<file path="src/rtl/dmem_ctrl_if.sv">
// -----------------------------------------------------------------------------
// dmem_ctrl_if
//   Bundles the CPU-side request/response signals and the block-RAM port of the
//   data-memory controller.
//
//   CPU side : addr, write_data, memwrite, memread, sign_mask   (requests)
//              read_data, busy, misaligned_err                  (responses)
//   BRAM side: bram_addr, bram_din, bram_we                      (to RAM)
//              bram_dout                                         (from RAM)
//
//   modport slave  : the controller (dmem_ctrl)
//   modport master : the environment (CPU execute stage plus the block RAM)
// -----------------------------------------------------------------------------
interface dmem_ctrl_if #(
  parameter int ADDR_W = 10
);
  logic [31:0]       addr;
  logic [31:0]       write_data;
  logic              memwrite;
  logic              memread;
  logic [3:0]        sign_mask;
  logic [31:0]       read_data;
  logic              busy;
  logic              misaligned_err;
  logic [ADDR_W-1:0] bram_addr;
  logic [31:0]       bram_din;
  logic              bram_we;
  logic [31:0]       bram_dout;

  modport master (
    output addr, write_data, memwrite, memread, sign_mask, bram_dout,
    input  read_data, busy, misaligned_err, bram_addr, bram_din, bram_we
  );

  modport slave (
    input  addr, write_data, memwrite, memread, sign_mask, bram_dout,
    output read_data, busy, misaligned_err, bram_addr, bram_din, bram_we
  );
endinterface

</file>
<file path="src/rtl/dmem_ctrl.sv">
// -----------------------------------------------------------------------------
// dmem_ctrl
//   Data-memory controller between the CPU execute-stage memory port and a
//   word-wide, single-port, one-cycle-latency block RAM. Sub-word stores are
//   done as read-modify-write; loads are sign- or zero-extended. busy stalls
//   the CPU while an access is in flight.
//
//   Ports:
//     clk    - clock, all state changes on the rising edge
//     reset  - asynchronous, active-high reset
//     bus    - dmem_ctrl_if.slave (CPU request/response + BRAM port)
//     led    - 8-bit LED register (only with DMEM_LED_MMIO_EN defined)
//
//   Optional feature macro: DMEM_LED_MMIO_EN
//     When defined, byte address 32'h0000_2000 is an LED register: stores of
//     any size write write_data[7:0] to led, loads return {24'b0, led}.
//     When undefined, that address is simply out of range.
// -----------------------------------------------------------------------------
module dmem_ctrl #(
  parameter int          ADDR_W    = 10,
  parameter logic [31:0] BASE_ADDR = 32'h0000_1000
) (
  input  logic       clk,
  input  logic       reset,
  dmem_ctrl_if.slave bus
`ifdef DMEM_LED_MMIO_EN
  ,
  output logic [7:0] led
`endif
);

  localparam logic [31:0] LAST_ADDR = BASE_ADDR + (32'd4 << ADDR_W) - 32'd1;

  typedef enum logic [2:0] {IDLE, RD, RMW_RD, RMW_WR, WR, DONE} state_t;

  state_t            state_q, state_d;
  logic [ADDR_W+1:0] addr_q;       // latched byte offset bits (word index + lane)
  logic [31:0]       data_q;       // store data, becomes the merged word in RMW_RD
  logic [3:0]        mask_q;
  logic              oor_q;        // access must not touch the BRAM
  logic [31:0]       read_data_q;
  logic              err_q;

  logic              req, is_byte, is_half, misaligned, in_range, led_hit, accept;
  logic              busy_c, we_c;
  logic [31:0]       din_c, load_value;
  logic [ADDR_W-1:0] cur_word;

  // Lane insertion for sub-word stores; other lanes keep the old word.
  function automatic logic [31:0] merge_lane(input logic [31:0] old_w,
                                             input logic [31:0] new_w,
                                             input logic [1:0]  lane,
                                             input logic [2:0]  size);
    logic [31:0] w;
    w = old_w;
    if (size == 3'b001)      w[{lane, 3'b000} +: 8]     = new_w[7:0];
    else if (size == 3'b011) w[{lane[1], 4'b0000} +: 16] = new_w[15:0];
    else                     w = new_w;
    return w;
  endfunction

  // Shift the selected lane down to bit 0 and extend it.
  function automatic logic [31:0] extend_load(input logic [31:0] w,
                                              input logic [1:0]  lane,
                                              input logic [3:0]  mask);
    logic [7:0]  b;
    logic [15:0] h;
    b = w[{lane, 3'b000} +: 8];
    h = w[{lane[1], 4'b0000} +: 16];
    case (mask[2:0])
      3'b001:  return {{24{mask[3] & b[7]}}, b};
      3'b011:  return {{16{mask[3] & h[15]}}, h};
      default: return w;
    endcase
  endfunction

  assign req        = bus.memread | bus.memwrite;
  assign is_byte    = (bus.sign_mask[2:0] == 3'b001);
  assign is_half    = (bus.sign_mask[2:0] == 3'b011);
  assign misaligned = (is_half & bus.addr[0]) |
                      (~is_byte & ~is_half & (bus.addr[1:0] != 2'b00));
  assign in_range   = (bus.addr >= BASE_ADDR) && (bus.addr <= LAST_ADDR);
  assign accept     = (state_q == IDLE) && req && !misaligned;

`ifdef DMEM_LED_MMIO_EN
  localparam logic [31:0] LED_ADDR = 32'h0000_2000;
  logic       led_sel_q;
  logic [7:0] led_q;

  assign led_hit = (bus.addr == LED_ADDR);

  always_ff @(posedge clk or posedge reset) begin
    if (reset) begin
      led_sel_q <= 1'b0;
      led_q     <= 8'h00;
    end else begin
      if (accept)                      led_sel_q <= led_hit;
      if (state_q == WR && led_sel_q)  led_q     <= data_q[7:0];
    end
  end

  assign led = led_q;
`else
  assign led_hit = 1'b0;
`endif

  // The BRAM must see the request address already in IDLE, because its data
  // comes back one cycle later, exactly when RD / RMW_RD samples it.
  assign cur_word      = (state_q == IDLE) ? bus.addr[ADDR_W+1:2] : addr_q[ADDR_W+1:2];
  assign bus.bram_addr = cur_word - BASE_ADDR[ADDR_W+1:2];

  always_comb begin
    load_value = oor_q ? 32'h0 : extend_load(bus.bram_dout, addr_q[1:0], mask_q);
`ifdef DMEM_LED_MMIO_EN
    if (led_sel_q) load_value = {24'h0, led_q};
`endif
  end

  // NOTE: every output of this block gets a default before the case, so no
  // path leaves a signal unassigned and no latch is inferred.
  always_comb begin
    state_d = state_q;
    busy_c  = 1'b0;
    we_c    = 1'b0;
    din_c   = 32'h0;
    case (state_q)
      IDLE: begin
        if (req && !misaligned) begin
          busy_c = 1'b1;
          if (!bus.memwrite)                         state_d = RD;
          else if (led_hit || !(is_byte || is_half)) state_d = WR;
          else                                       state_d = RMW_RD;
        end
      end
      RD: begin
        busy_c  = 1'b1;
        state_d = DONE;
      end
      RMW_RD: begin
        busy_c  = 1'b1;
        state_d = RMW_WR;
      end
      RMW_WR, WR: begin
        busy_c  = 1'b1;
        we_c    = !oor_q;
        din_c   = data_q;
        state_d = DONE;
      end
      // DONE ignores the strobes: the CPU is still presenting the finished
      // request during this cycle.
      DONE:    state_d = IDLE;
      default: state_d = IDLE;
    endcase
  end

  // NOTE: sequential state is updated with non-blocking assignments so every
  // register samples the pre-edge values, independent of statement order.
  always_ff @(posedge clk or posedge reset) begin
    if (reset) begin
      state_q     <= IDLE;
      addr_q      <= '0;
      data_q      <= 32'h0;
      mask_q      <= 4'h0;
      oor_q       <= 1'b0;
      read_data_q <= 32'h0;
      err_q       <= 1'b0;
    end else begin
      state_q <= state_d;
      if (accept) begin
        addr_q <= bus.addr[ADDR_W+1:0];
        data_q <= bus.write_data;
        mask_q <= bus.sign_mask;
        oor_q  <= !in_range || led_hit;
      end
      if (state_q == IDLE && req && misaligned) err_q       <= 1'b1;
      if (state_q == RD)                        read_data_q <= load_value;
      if (state_q == RMW_RD)
        data_q <= merge_lane(bus.bram_dout, data_q, addr_q[1:0], mask_q[2:0]);
    end
  end

  // bram_we / bram_din are decoded from the state only, so they fall as soon
  // as reset clears the state register.
  assign bus.busy           = busy_c;
  assign bus.bram_we        = we_c;
  assign bus.bram_din       = din_c;
  assign bus.read_data      = read_data_q;
  assign bus.misaligned_err = err_q;

endmodule
</file>
<file path="src/flat_wrapper.sv">
// flat-port wrapper written by rule: the top's interface ports become plain ports
module dmem_ctrl_flat 
#(
  parameter int          ADDR_W    = 10,
  parameter logic [31:0] BASE_ADDR = 32'h0000_1000
)
  (clk, reset, bus_addr, bus_write_data, bus_memwrite, bus_memread, bus_sign_mask, bus_bram_dout, bus_read_data, bus_busy, bus_misaligned_err, bus_bram_addr, bus_bram_din, bus_bram_we);
  dmem_ctrl_if #(.ADDR_W(ADDR_W)) bus_i ();
  input  logic clk;
  input  logic reset;
  input wire logic [$bits(bus_i.addr)-1:0] bus_addr;
  input wire logic [$bits(bus_i.write_data)-1:0] bus_write_data;
  input wire logic [$bits(bus_i.memwrite)-1:0] bus_memwrite;
  input wire logic [$bits(bus_i.memread)-1:0] bus_memread;
  input wire logic [$bits(bus_i.sign_mask)-1:0] bus_sign_mask;
  input wire logic [$bits(bus_i.bram_dout)-1:0] bus_bram_dout;
  output wire logic [$bits(bus_i.read_data)-1:0] bus_read_data;
  output wire logic [$bits(bus_i.busy)-1:0] bus_busy;
  output wire logic [$bits(bus_i.misaligned_err)-1:0] bus_misaligned_err;
  output wire logic [$bits(bus_i.bram_addr)-1:0] bus_bram_addr;
  output wire logic [$bits(bus_i.bram_din)-1:0] bus_bram_din;
  output wire logic [$bits(bus_i.bram_we)-1:0] bus_bram_we;
  assign bus_i.addr = bus_addr;
  assign bus_i.write_data = bus_write_data;
  assign bus_i.memwrite = bus_memwrite;
  assign bus_i.memread = bus_memread;
  assign bus_i.sign_mask = bus_sign_mask;
  assign bus_i.bram_dout = bus_bram_dout;
  assign bus_read_data = bus_i.read_data;
  assign bus_busy = bus_i.busy;
  assign bus_misaligned_err = bus_i.misaligned_err;
  assign bus_bram_addr = bus_i.bram_addr;
  assign bus_bram_din = bus_i.bram_din;
  assign bus_bram_we = bus_i.bram_we;
  dmem_ctrl #(.ADDR_W(ADDR_W), .BASE_ADDR(BASE_ADDR)) u_core (.clk(clk), .reset(reset), .bus(bus_i));
endmodule
</file>
<file path="config.mk">
export PLATFORM = sky130hd
export DESIGN_NAME = dmem_ctrl_flat
export DESIGN_NICKNAME = d
export VERILOG_FILES = /design/src/rtl/dmem_ctrl_if.sv /design/src/rtl/dmem_ctrl.sv /design/src/flat_wrapper.sv
export SDC_FILE = /design/constraint.sdc
export NUM_CORES = 1
export LEC_CHECK = 0
export ABC_AREA = 1
export CAP_MARGIN = 0
export CORE_ASPECT_RATIO = 1.4
export CORE_MARGIN = 2
export CORE_UTILIZATION = 45
export CTS_CLUSTER_DIAMETER = 120
export DETAILED_ROUTE_END_ITERATION = 12
export GPL_TIMING_DRIVEN = 0
export PLACE_DENSITY = 0.8
export SLEW_MARGIN = 0
export SYNTH_ARGS = -nofsm -noshare
export SYNTH_HDL_FRONTEND = slang
export SYNTH_SLANG_ARGS = --single-unit
</file>
<file path="constraint.sdc">
create_clock -name clk -period 6.7 [get_ports clk]
set_input_delay 1.34 -clock clk [delete_from_list [all_inputs] [get_ports clk]]
set_output_delay 1.34 -clock clk [all_outputs]
set_load 0.005 [all_outputs]
</file>
Word-level counts from Yosys, hierarchy flattened
Cells that the tools add are included.
{ "word_totals": {"register_bits": 85} }
{ "op_classes": {"n_addsub": 2, "n_eq_ne": 10, "n_lt_le_gt_ge": 2, "n_shift": 6, "bitwise": 9, "reduce_logical": 16, "n_mux": 17} }
{ "ops": {"columns": ["cell", "n"], "rows": [
  ["2-to-1 mux 32 bit", 6],
  ["bitwise mux 32 bit", 2],
  ["case mux 32 bit (2 select lines)", 1],
  ["greater-or-equal comparator 32 x 13 -> 1 bit (second input constant)", 1],
  ["less-or-equal comparator 32 x 13 -> 1 bit (second input constant)", 1],
  ["variable shift 16 x 7 -> 32 bit (first input constant)", 1],
  ["variable shift 8 x 7 -> 32 bit (first input constant)", 1],
  ["indexed part select 16 x 7 -> 32 bit", 1],
  ["indexed part select 32 x 6 -> 16 bit", 1],
  ["indexed part select 32 x 6 -> 8 bit", 1],
  ["indexed part select 8 x 7 -> 32 bit", 1],
  ["negation 5 -> 7 bit", 2],
  ["== test 3 x 2 -> 1 bit (second input constant)", 4],
  ["2-to-1 mux 10 bit", 1],
  ["== test 3 x 1 -> 1 bit (second input constant)", 3],
  ["2-to-1 mux 3 bit", 3],
  ["case mux 3 bit (3 select lines)", 1],
  ["bitwise AND 1 bit", 5],
  ["logical AND 1 bit", 5],
  ["nonzero test 2 bit", 2],
  ["OR reduction 4 bit", 1],
  ["== test 3 bit (second input constant)", 1],
  ["logical NOT 1 bit", 3],
  ["logical NOT 3 bit", 1],
  ["other kinds (10)", 13]
]} }

Logic depth before layout (Yosys ltp)
Gate-level depths: netlist of the first run.
{ "depth": {"ltp_word": 9, "depth_mapped": 11, "ltp_nobuf": 10} }

Worst setup path after synthesis of the first run
Ideal clock, no wire load.
{ "synth_path": {"kind": "input to output", "from": "input port bus_memwrite", "to": "output port bus_busy", "path_stages": 7, "arrival_time_ns": 2.128, "required_time_ns": 5.360, "setup_slack_ns": 3.232, "cell_sequence": "nor2_1 > nor2_8 > nand2_4 > buf_2 > nand2_1 > nand2_1 > inv_1"} }
{ "synth_via": {"elab_chain_cells": 4} }
{ "synth_rtl": {"columns": ["item", "line", "rtl"], "rows": [
  ["start: declaration", "flat_wrapper.sv:13", "input wire logic [$bits(bus_i.memwrite)-1:0] bus_memwrite;"],
  ["bitwise OR 1 bit", "dmem_ctrl.sv:77", "assign req = bus.memread | bus.memwrite;"],
  ["logical AND 1 bit", "dmem_ctrl.sv:128", "if (req && !misaligned) begin"],
  ["2-to-1 mux 1 bit", "dmem_ctrl.sv:128", null],
  ["case mux 1 bit (2 select lines)", "dmem_ctrl.sv:126", "case (state_q)"],
  ["end: declaration", "flat_wrapper.sv:18", "output wire logic [$bits(bus_i.busy)-1:0] bus_busy;"]
]} }
Every way passes these cells.

Final worst setup path of the first run
Ends and elaborated chain as after synthesis.

==> flow_summary.json, run 1 <==
{
  "cts_tree": "done",
  "num_vias": 6651,
  "min_from": "u_core.bus.misaligned_err",
  "hold_buffers": 0,
  "post-route-period-util_pct": 67.8,
  "htreeDepth": 3,
  "clkPwrFrac_pct": 21.1,
  "fp.dieArea_um2": 14200,
  "timing.fmax_ghz": 0.220,
  "wl_per_cell_um": 16.2,
  "cp-startpoint": "bus_memwrite",
  "start_util_pct": 46.2,
  "die_w_um": 101,
  "p_int_mw": 1.57,
  "drive_gt1_share_pct": 7.00,
  "utilization_pct": 64.6,
  "die_height_um": 140,
  "rows": 49,
  "synth_nets": 1041,
  "wirelength_mm": 20.8,
  "detail-route-antenna-nets": 0,
  "rsz0062_at_grt": "false",
  "combPwrFrac_pct": 50.7,
  "coreArea_um2": 12900,
  "seqPwrFrac_pct": 28.1,
  "grt_pass1_wl_mm": 33.0,
  "setup_viol": 0,
  "synth_edf_count": 0,
  "setup_tns_ps": 0,
  "finalCriticalPeriod_ps": 4540,
  "pre_cts_ws_ps": 2150,
  "path_max_fanout": 10,
  "hold_path.class": "register to register",
  "ys_seq_area_share_pct": 35.7,
  "arrival_ps": 3200,
  "io_pins": 181,
  "numClockSinks": 85,
  "powerDensity_nw_per_um2": 330,
  "port_buffers": 180,
  "swShare_pct": 42.8,
  "area_delta_synth_final_pct": 39.6,
  "grtUsageTotal_pct": 29.5,
  "synth_area_per_cell_um2": 6.39,
  "cts-buffers-inserted": 9,
  "ir_worst_vdd_v": 0.000248,
  "synthFlopType": "dfrtp_1",
  "diodes": 0,
  "grt_pass1_vias": 6657,
  "cts.clk_slew.worst_paths_ps": 70,
  "synth-seq-cells": 85,
  "yosys.area.top_type": "dfrtp_1",
  "synth_common_cells": "nand2_1, inv_1, dfrtp_1",
  "p_leak_nw": 4.13,
  "yosysMostFrequentCell": "nand2_1",
  "run_status": "finished, final reports clean",
  "grt_start_max_net_pins": 55,
  "drtIter0Drc": 456,
  "drc": 0,
  "insertion_delay_ps": 340,
  "fin_nets": 1233,
  "cp-end-kind": "output pin",
  "relSlewSlack_pct": 59.1,
  "hpwl_mm": 16.2,
  "cp-start-kind": "input port",
  "cp.required_ps": 5360,
  "synthArstFlopShare_pct": 100,
  "synth.distinct_cells": 34,
  "netlist_area_um2": 5950,
  "worst_pin_slew_ps": 614,
  "setup_ws_ps": 2160,
  "synth_cells": 932,
  "synthTopCellsByArea": "dfrtp_1, nand2_1, inv_1, o21ai_0, nand3_1",
  "critical_path_class": "input port to output pin",
  "grt-ovfl-total": 0,
  "ys_warn_count": 0,
  "dr.pass1.iters": 7,
  "maxCapViolations": 0,
  "p_sw_mw": 1.17,
  "antenna_found_initial": 0,
  "place.gp.congestion": 0.981,
  "cts_resized": 0,
  "viasPerCell": 5.19,
  "post_cts_buffers": 0,
  "root_buffer": "clkbuf_16",
  "skew_ps": 9.60,
  "clockBufferDepth": 2,
  "r2r-start": "u_core.addr_q[1]",
  "finalHoldViolCount": 0,
  "yosysTopAreaCellShare_pct": 35.7,
  "finalMaxSlewViolations": 0
}
-- power by group through the flow --
stage	clock network (mW)	logic, mW	registers, mW
2_1_floorplan	0	0.836	0.741
3_3_place_gp	0	1.36	0.769
3_5_place_dp	0	1.37	0.772
4_1_cts	0.581	1.39	0.766
5_1_grt	0.600	1.54	0.783
6_report	0.580	1.39	0.771
-- logic make-up (layout without fill, tap and decap cells) --
| family | Yosys count | count (layout) | synth area share, % |
|---|---|---|---|
| and+or+nand+nor | 560 | 560 | 40.9 |
| buffers and inverters | 158 | 354 | 11.0 |
| AOI/OAI and AO/OA | 124 | 124 | 11.3 |
| DFF | 85 | 85 | 35.7 |
| adders and majority gates | 5 | 5 | 1.05 |
-- registers in the layout, indices dropped and copies added, names as in the netlist --
signal	count
u_core.mask_q	4
u_core.bus.read_data	32
u_core.state_q	3
u_core.addr_q	12
u_core.oor_q	1
u_core.bus.misaligned_err	1
u_core.data_q	32
-- critical path, stage by stage --
cell and delay [ps]:
clkdlybuf4s50_1 480, nor2_1 320, nor2_8 70, nand2_4 100
buf_2 230, nand2_1 80, nand2_1 80, inv_1 40
clkdlybuf4s50_1 460
-- layer usage --
layer  routed length (µm)  GRT usage [%]  up-vias
met5                    0              0        -
met1                 8100           34.8     3017
met2                10600           51.6      301
met4                  790           12.9        0
met3                 1300           5.04       58
li1                     -              -     3275
-- final timing paths --
| check | endpoint | slack (ps) | cells after the start |
|---|---|---|---|
| min | u_core.bus.misaligned_err | 480 | 1 |
| max in group asynchronous | u_core.state_q[1] | 4720 | 3 |
| min in group asynchronous | u_core.bus.read_data[24] | 1350 | 2 |
| max | bus_busy | 2160 | 9 |
| min reg2reg | u_core.bus.misaligned_err | 480 | 1 |
| max reg2reg | u_core.data_q[16] | 4510 | 11 |
-- per-stage QoR --
stage	hold slack [ps]	cells	total power, mW	cell area [µm²]
floorplan	453	932	1.58	5950
global placement	462	1265	2.13	7950
detailed placement	463	1266	2.14	7980
CTS	481	1281	2.73	8310
global route	492	1281	2.92	8310
finish	477	1281	2.74	8310
-- layout make-up --
class	count	area, µm²
Clock buffer	9	225
Buffer	45	229
Fill cell	1178	4560
Timing Repair Buffer	181	1830
Inverter	113	429
Multi-Input combinational cell	689	3170
Sequential cell	85	2130
Tap cell	153	191
Clock inverter	6	111
-- placed cells by master, fill, tap and decap left out, types with 6 or more instances in the layout --
| master | netlist | layout |
|---|---|---|
| o21ai_0 | 68 | 68 |
| inv_1 | 108 | 107 |
| buf_6 | 6 | 6 |
| nand2_1 | 388 | 388 |
| clkbuf_16 | 0 | 9 |
| nand3_1 | 65 | 65 |
| clkbuf_1 | 29 | 29 |
| o22ai_1 | 8 | 8 |
| nand4_1 | 8 | 8 |
| nor2_1 | 62 | 62 |
| clkdlybuf4s50_1 | 0 | 180 |
| or2_2 | 8 | 8 |
| buf_2 | 6 | 6 |
| nand3_2 | 7 | 7 |
| o21ai_2 | 6 | 6 |
| dfrtp_1 | 85 | 85 |
| a21oi_1 | 34 | 34 |
No activity file was read; power rests on OpenSTA's default activity.
==> run 2: changes to the inputs <==
- clock period: 6.7 -> 4.4 ns (I/O delays scaled with it)
==> results of run 2 <==
Same layout as run 1 (identical final DEF). Status: finished, final reports clean.
Among the figures that moved: setup slack after placement 2150 ps -> 771 ps; setup slack after layout 2160 ps -> 775 ps; register-to-register setup slack 4510 ps -> 2210 ps; total power 2.74 mW -> 4.17 mW; worst IR drop on VDD 0.000248 V -> 0.000378 V
